**src/rtl/pwm_cap_pkg.sv**
```systemverilog
// Shared state encoding and default widths for the PWM capture block.
package pwm_cap_pkg;

    typedef enum logic [1:0] {
        IDLE,
        ARM,
        HIGH,
        LOW
    } pwm_cap_state_e;

    localparam int CNT_WIDTH_DEF  = 32;
    localparam int PSCR_WIDTH_DEF = 20;
    localparam int SYNC_STAGE_DEF = 2;

endpackage

```
**src/rtl/pwm_cap_sync_edge.sv**
```systemverilog
// Synchronises async pwm_i and emits 1-cycle rise/fall pulses, SYNC_STAGE+1 cycles after the input edge.
// No backpressure: edges are reported unconditionally.
module pwm_cap_sync_edge #(
    parameter int SYNC_STAGE = 2
) (
    input  logic clk_i,
    input  logic rst_i,
    input  logic pwm_i,
    output logic rise_o,
    output logic fall_o
);

    logic [SYNC_STAGE-1:0] sync_q;
    logic                  hist_q;
    logic                  level;

    assign level = sync_q[SYNC_STAGE-1];

    always_ff @(posedge clk_i) begin
        if (rst_i) begin
            sync_q <= '0;
            hist_q <= 1'b0;
        end else begin
            sync_q <= {sync_q[SYNC_STAGE-2:0], pwm_i};
            hist_q <= level;
        end
    end

    // Both pulses come from the same flop pair so rise and fall share one latency.
    assign rise_o = level & ~hist_q;
    assign fall_o = ~level & hist_q;

endmodule

```
**src/rtl/pwm_cap_core.sv**
```systemverilog
// Measures period/high time of async pwm_i in prescaled ticks; result 1 cycle after the edge is seen.
// One-entry valid/ready buffer: a new result arriving while it is full is dropped and flagged as overrun.
module pwm_cap_core
    import pwm_cap_pkg::*;
#(
    parameter int CNT_WIDTH  = CNT_WIDTH_DEF,
    parameter int PSCR_WIDTH = PSCR_WIDTH_DEF,
    parameter int SYNC_STAGE = SYNC_STAGE_DEF
) (
    input  logic                  clk_i,
    input  logic                  rst_i,
    input  logic                  en_i,
    input  logic                  clr_i,
    input  logic [PSCR_WIDTH-1:0] pscr_i,
    input  logic                  pwm_i,
    output logic                  meas_valid_o,
    input  logic                  meas_ready_i,
    output logic [CNT_WIDTH-1:0]  period_o,
    output logic [CNT_WIDTH-1:0]  high_o,
    output logic                  ovf_o,
    output logic                  overrun_o,
    output logic                  irq_o
);

    localparam logic [CNT_WIDTH-1:0] CNT_MAX = '1;

    logic rise;
    logic fall;

    pwm_cap_sync_edge #(
        .SYNC_STAGE (SYNC_STAGE)
    ) u_sync_edge (
        .clk_i  (clk_i),
        .rst_i  (rst_i),
        .pwm_i  (pwm_i),
        .rise_o (rise),
        .fall_o (fall)
    );

    pwm_cap_state_e        state_q, state_d;
    logic [PSCR_WIDTH-1:0] pscr_q;
    logic [PSCR_WIDTH-1:0] div_q;
    logic [CNT_WIDTH-1:0]  period_cnt_q;
    logic [CNT_WIDTH-1:0]  high_cnt_q;
    logic [CNT_WIDTH-1:0]  high_res_q;
    logic                  tick;

    logic publish;
    logic ovf_set;
    logic cnt_clr;
    logic period_inc;
    logic high_inc;
    logic high_cap;
    logic arm_entry;

    assign tick = (div_q == pscr_q);

    always_comb begin
        state_d    = state_q;
        publish    = 1'b0;
        ovf_set    = 1'b0;
        cnt_clr    = 1'b0;
        period_inc = 1'b0;
        high_inc   = 1'b0;
        high_cap   = 1'b0;
        arm_entry  = 1'b0;

        if (clr_i) begin
            state_d   = en_i ? ARM : IDLE;
            arm_entry = en_i;
            cnt_clr   = 1'b1;
        end else if (!en_i) begin
            state_d = IDLE;
            cnt_clr = 1'b1;
        end else begin
            case (state_q)
                IDLE: begin
                    state_d   = ARM;
                    arm_entry = 1'b1;
                    cnt_clr   = 1'b1;
                end
                ARM: begin
                    if (rise) begin
                        state_d = HIGH;
                        cnt_clr = 1'b1;
                    end
                end
                HIGH: begin
                    // high_cnt never exceeds period_cnt, so checking period alone covers both.
                    if (tick && period_cnt_q == CNT_MAX) begin
                        ovf_set   = 1'b1;
                        state_d   = ARM;
                        arm_entry = 1'b1;
                        cnt_clr   = 1'b1;
                    end else if (fall) begin
                        state_d    = LOW;
                        high_cap   = 1'b1;
                        period_inc = tick;
                    end else begin
                        period_inc = tick;
                        high_inc   = tick;
                    end
                end
                LOW: begin
                    if (tick && period_cnt_q == CNT_MAX) begin
                        ovf_set   = 1'b1;
                        state_d   = ARM;
                        arm_entry = 1'b1;
                        cnt_clr   = 1'b1;
                    end else if (rise) begin
                        publish = 1'b1;
                        state_d = HIGH;
                        cnt_clr = 1'b1;
                    end else begin
                        period_inc = tick;
                    end
                end
            endcase
        end
    end

    always_ff @(posedge clk_i) begin
        if (rst_i) begin
            state_q <= IDLE;
        end else begin
            state_q <= state_d;
        end
    end

    // Prescale value only changes at a period boundary so one measurement never mixes scales.
    always_ff @(posedge clk_i) begin
        if (rst_i) begin
            pscr_q <= '0;
            div_q  <= '0;
        end else begin
            if (arm_entry || rise) begin
                pscr_q <= pscr_i;
            end
            if (cnt_clr || rise || tick) begin
                div_q <= '0;
            end else begin
                div_q <= div_q + PSCR_WIDTH'(1);
            end
        end
    end

    always_ff @(posedge clk_i) begin
        if (rst_i) begin
            period_cnt_q <= '0;
            high_cnt_q   <= '0;
            high_res_q   <= '0;
        end else begin
            if (cnt_clr) begin
                period_cnt_q <= '0;
                high_cnt_q   <= '0;
            end else begin
                if (period_inc) begin
                    period_cnt_q <= period_cnt_q + CNT_WIDTH'(1);
                end
                if (high_inc) begin
                    high_cnt_q <= high_cnt_q + CNT_WIDTH'(1);
                end
            end
            if (high_cap) begin
                high_res_q <= high_cnt_q + CNT_WIDTH'(tick);
            end
        end
    end

    always_ff @(posedge clk_i) begin
        if (rst_i || clr_i) begin
            meas_valid_o <= 1'b0;
            period_o     <= '0;
            high_o       <= '0;
            ovf_o        <= 1'b0;
            overrun_o    <= 1'b0;
        end else begin
            if (ovf_set) begin
                ovf_o <= 1'b1;
            end
            if (publish) begin
                if (!meas_valid_o || meas_ready_i) begin
                    period_o     <= period_cnt_q + CNT_WIDTH'(tick);
                    high_o       <= high_res_q;
                    meas_valid_o <= 1'b1;
                end else begin
                    overrun_o <= 1'b1;
                end
            end else if (meas_valid_o && meas_ready_i) begin
                meas_valid_o <= 1'b0;
            end
        end
    end

    assign irq_o = meas_valid_o | ovf_o | overrun_o;

endmodule

```
**config.mk**
```make
export PLATFORM = sky130hd
export DESIGN_NAME = pwm_cap_core
export DESIGN_NICKNAME = d
export VERILOG_FILES = /design/src/rtl/pwm_cap_pkg.sv /design/src/rtl/pwm_cap_sync_edge.sv /design/src/rtl/pwm_cap_core.sv
export SDC_FILE = /design/constraint.sdc
export NUM_CORES = 1
export LEC_CHECK = 0
export BUFFER_PORTS_ARGS = -buffer_cell sky130_fd_sc_hd__buf_2
export CORE_UTILIZATION = 45
export CTS_BUF_LIST = sky130_fd_sc_hd__clkbuf_4
export CTS_CLUSTER_DIAMETER = 120
export DETAILED_ROUTE_END_ITERATION = 10
export RECOVER_POWER = 50
export SETUP_SLACK_MARGIN = 0.02
export SLEW_MARGIN = 10
export SYNTH_ARGS = -nofsm -noshare
export SYNTH_HDL_FRONTEND = slang
export SYNTH_HIERARCHICAL = 1
export SYNTH_SLANG_ARGS = --single-unit
```
**constraint.sdc**
```tcl
create_clock -name clk_i -period 7.35 [get_ports clk_i]
set_clock_uncertainty 0.1 [all_clocks]
set_input_delay 0.3675 -clock clk_i [delete_from_list [all_inputs] [get_ports clk_i]]
set_output_delay 0.3675 -clock clk_i [all_outputs]
set_load 0.02 [all_outputs]
```
### Word level (Yosys, flattened, before mapping)

Cells that the tools add are included.

* output and inout bits: 68
* bits in registers: 208

* mux-type cells: 43
* eq/ne operators: 7
* bitwise logic cells: 7
* reductions and logical operators: 16
* add/subtract/negate cells: 5

Operators with widths (number)
* adder 32 x 1 -> 32 bit: 2
* adder 32 x 1 -> 32 bit (second input constant): 2
* 2-to-1 mux 1 bit: 33
* == test 32 bit (second input constant): 1
* adder 20 x 1 -> 20 bit (second input constant): 1
* == test 20 bit: 1
* 2-to-1 mux 2 bit: 6
* one-hot mux 2 bit (4 select lines): 1
* AND reduction 2 bit: 3
* OR reduction 2 bit: 3
* logical OR 1 bit: 5
* != test 5 bit (second input constant): 1
* == test 2 bit (second input constant): 2
* one-hot mux 1 bit (2 select lines): 2
* one-hot mux 1 bit (4 select lines): 1
* inverter 1 bit: 3
* bitwise AND 1 bit: 2
* == test 2 x 1 -> 1 bit (second input constant): 1
* logical AND 1 bit: 2
* logical NOT 2 bit: 1
* != test 2 x 1 -> 1 bit (second input constant): 1
* bitwise OR 1 bit: 2
* nonzero test 2 bit: 1
* logical NOT 1 bit: 1

### Depth between registers and ports, before layout

* depth after elaboration: 10
* mapped depth: 16
* mapped depth without buffers: 13

### Hierarchy

Netlist, hierarchy kept.

By module, submodules not included
* pwm_cap_core: cells an instance 1112, area each 9479.1 um2, instances 1
* pwm_cap_sync_edge: cells an instance 8, area each 91.3 um2, instances 1

### Least setup slack after synthesis

No wires, ideal clock.

* path kind: register to register
* start: reg div_q[9]
* end: reg high_res_q[16]
* stages on the path, launching flop included: 16
* path buffers: 3
* slack: 4.011 ns
* library setup time: 0.086 ns
* arrival time: 3.154 ns
* cell sequence: dfxtp_1 -> xnor2_1 -> nand4_1 -> nor4_2 -> and2_1 -> buf_2 -> buf_1 -> ha_1 -> ha_1 -> nand2_1 -> nor3_1 -> and2_1 -> clkbuf_1 -> nand3_1 -> xor2_1 -> a211oi_1

* longest elaborated chain between the ends: 6
* elaborated cells on any way between the ends: 7
* those cells by class: add/sub: 1; eq/ne: 1; mux: 4; reduce/logical: 1

RTL lines
* start: declaration: RTL line pwm_cap_core.sv:42 `logic [PSCR_WIDTH-1:0] div_q;`
* start signal: assignment: RTL line pwm_cap_core.sv:142 `div_q <= div_q + PSCR_WIDTH'(1);`
* == test 20 bit *: RTL line pwm_cap_core.sv:56 `assign tick = (div_q == pscr_q);`
* parallel branches: the longest is 5 deep, another holds adder 32 x 1 -> 32 bit
* end signal: assignment: RTL line pwm_cap_core.sv:165 `high_res_q <= high_cnt_q + CNT_WIDTH'(tick);`
* end: declaration: RTL line pwm_cap_core.sv:45 `logic [CNT_WIDTH-1:0] high_res_q;`

Mark *: on every way between the ends.
A chain may end at the register's enable or synchronous reset.

### Worst setup path in the final report

* start: in rst_i
* end: reg period_o[19]

* longest elaborated chain between the ends: 1

RTL lines
* start: declaration: RTL line pwm_cap_core.sv:11 `input logic rst_i,`
* logical OR 1 bit: RTL line pwm_cap_core.sv:171 `if (rst_i || clr_i) begin`
* end signal: assignment: RTL line pwm_cap_core.sv:183 `period_o <= period_cnt_q + CNT_WIDTH'(tick);`
* end: declaration: RTL line pwm_cap_core.sv:18 `output logic [CNT_WIDTH-1:0] period_o,`

No other way between the ends.

==> run summary <==
status -> complete, but fails checks
failing checks -> capacitance limit, slew limit
Final Setup Violations -> 0
Residual DRC -> 0
placed wire-length estimate -> 15,100 um
full die area -> 21,900 um2
Antenna Nets Post-Route -> 0
Starting Density -> 0.465
CTS tree -> done
WS Path Type -> in2reg
Worst EP arrival -> 5140 ps
static leakage -> 3.38 nW
number of max-cap violations -> 3
P&R area growth vs syn -> 12.6%
Yosys cell types -> 50
Least-Margin Pin Slew -> 3180 ps
nets -> 1,264
f_max -> 205 MHz
drt first-iter violations -> 425
Final Non-Filler Cells -> 1,532
syn avg cell area -> 8.55 um2
CP startpoint kind -> input pin
die width -> 148 um
total CTS buffers -> 56
share of cells above drive strength 1 -> 0.0975
number of synthesized register bits -> 208
DP Area -> 10,000 um2
syn nets -> 1,153
Vias -> 8,013
Tot GR Track Use -> 0.210
Gates resized, CTS repair -> 0
fin crit share -> 0.665
placed cell count -> 1,419
final WL -> 22,200 um
Pwr Density -> 199 nW/um2
largest area contributor in the netlist -> dfxtp_1
pin count of the biggest net entering global routing -> 95
worst-path fanout max -> 67
Tmin final -> 4890 ps
metal2 WL -> 9620 um
Slew Viols, Final -> 190
CTS Sinks -> 208
DR top layer -> met4
DIE HEIGHT -> 148 um
CTS root buffer -> clkbuf_4
DR vias/cell -> 5.23
I/O pin cnt -> 94
initial antenna violation count -> 1
num rows -> 52
Setup Buffers After CTS -> 0
Main synth FF type -> dfxtp_1
per-cell routed wire length -> 14.5 um
clk slew on worst S/H paths -> 60 ps
clk_lat worst skew -> 660 ps
first-pass GRT wire length -> 37,700 um
Final TNS setup -> 0 ps
wl on met1 -> 11,100 um
register area share after synthesis -> 0.435
synth warn -> 6
CTS max path bufs -> 3
Mapped Area -> 9570 um2
Tightest Hold Check Type -> reg2reg
wire length on met3 -> 999 um
vias in the first global route -> 7,686
CP Capture Type -> register
Final Hold Viols -> 0
share of Yosys cell area claimed by the top area cell type -> 0.435
drt first pass iters -> 5
# port buffers -> 93
Post-synth EDFFs -> 0
gpl congestion -> 0.914
slew margin rel. -> -1.12
grt ovf -> 0
RSZ-0062 raised after global routing -> false
design area -> 10,800 um2
asr flop ratio synth -> 0
Mapped Cells -> 1,120
Worst Path Required -> 7600 ps
Core ar. -> 20,600 um2
synth top area cells -> dfxtp_1 44%, xor2_1 7.3%, nor2_1 7.2%, xnor2_1 5.4%, nand2_1 5.1%
VDD IR max -> 0.111 mV
CTS H-Tree Depth -> 2
-- timing repair --
item,4_1_cts,5_1_grt
endpoints found under the hold margin,25,0
hold buffers,24,0
setup endpoints to repair,0,0
-- logic make-up (layout without fill, tap and decap cells) --
| family | Yosys count | count (layout) | share of synthesized area |
|---|---|---|---|
| and+or+nand+nor | 518 | 518 | 0.259 |
| adders and majority gates | 7 | 7 | 0.00915 |
| other | 0 | 1 | 0 |
| muxes | 24 | 24 | 0.0251 |
| DFF | 208 | 208 | 0.435 |
| buffers and inverters | 79 | 220 | 0.0475 |
| xor gates and xnor gates | 139 | 139 | 0.127 |
| AOI/OAI and AO/OA | 145 | 145 | 0.0966 |
-- registers in the layout, indices dropped and copies added, names as in the netlist --
signal and count:
pscr_q 20, overrun_o 1, ovf_o 1, div_q 20
u_sync_edge/hist_q 1, u_sync_edge/sync_q 2, period_o 32, high_cnt_q 32
high_o 32, high_res_q 32, meas_valid_o 1, state_q 2
period_cnt_q 32
-- layer usage --
metal  track usage  vias up
li1              -     4110
met1         0.290     3683
met2         0.329      175
met3        0.0389       45
met4        0.0722        0
met5             0        -
-- synth_stat cells (all sizes together), types with 4 or more instances --
master    n
dfxtp   208
nor2    183
nand2   131
xor2     80
a211oi   60
xnor2    59
a21oi    58
buf      44
nand3    44
nand4    42
clkbuf   27
mux2i    24
or3      22
nor3     20
and3     19
nor4     18
o21ai    18
and2     12
and4      8
inv       8
ha        7
nor2b     6
or4       4
-- power breakdown --
part / internal, mW / leakage (nW) / switching, mW
sequential: 1.14 / 1.68 / 0.00680
clock: 0.479 / 0.371 / 0.456
combinational: 0.0321 / 1.33 / 0.0359
-- critical path, stage by stage --
cell	delay [ps]
buf_2	70
clkbuf_1	1980
or2_2	340
clkbuf_1	2190
a211oi_1	60
-- worst paths after layout --
kind	startpoint	to	slack, ps	cells past startpoint
min	u_sync_edge/sync_q[0]$_SDFF_PP0_	u_sync_edge/sync_q[1]$_SDFF_PP0_	350	1
min reg2reg	u_sync_edge/sync_q[0]$_SDFF_PP0_	u_sync_edge/sync_q[1]$_SDFF_PP0_	350	1
max	rst_i	period_o[19]$_SDFFE_PP0P_	2460	5
max reg2reg	period_cnt_q[3]$_SDFFE_PP0P_	high_res_q[1]$_SDFFE_PP0P_	3010	7
-- cell type report --
type	instances	area (um2)
fillers	2066	9780
multi-input cells	833	4960
flip-flops and latches	208	4160
repair buffers	124	662
clock buffers	71	533
well taps	270	338
clock inverters	17	91.3
inverters	8	30.0
diodes	1	2.50
-- through the flow --
step                utilization  hold WS, ps  total power, mW  worst slack [ps]
floorplan                     -          314             1.21              4010
global placement          0.488          329             1.23              3560
detailed placement        0.488          334             1.23              3480
global route              0.524          331             2.25              1840
finish                    0.524          346             2.15              2460
CTS                       0.530          169             2.18              3440
-- placed cells by master (no fill, tap or decap), types with 3 or more instances in the layout --
cell / count
or4_1: 4
o21ai_0: 18
xor2_1: 80
and3_1: 18
nand3_1: 43
dlygate4sd3_1: 24
nand4_1: 41
mux2i_1: 24
nor2_1: 183
and4_1: 8
clkbuf_1: 71
inv_1: 8
buf_2: 25
clkbuf_4: 71
nand2_1: 131
a211oi_1: 56
and2_1: 10
a21oi_1: 58
or3_1: 20
ha_1: 7
nor3_1: 20
a211oi_2: 4
clkinv_1: 14
o21a_1: 3
nor2b_1: 6
buf_4: 4
nor4_1: 15
xnor2_1: 59
dfxtp_1: 208
(Power assumes the default switching activity.)
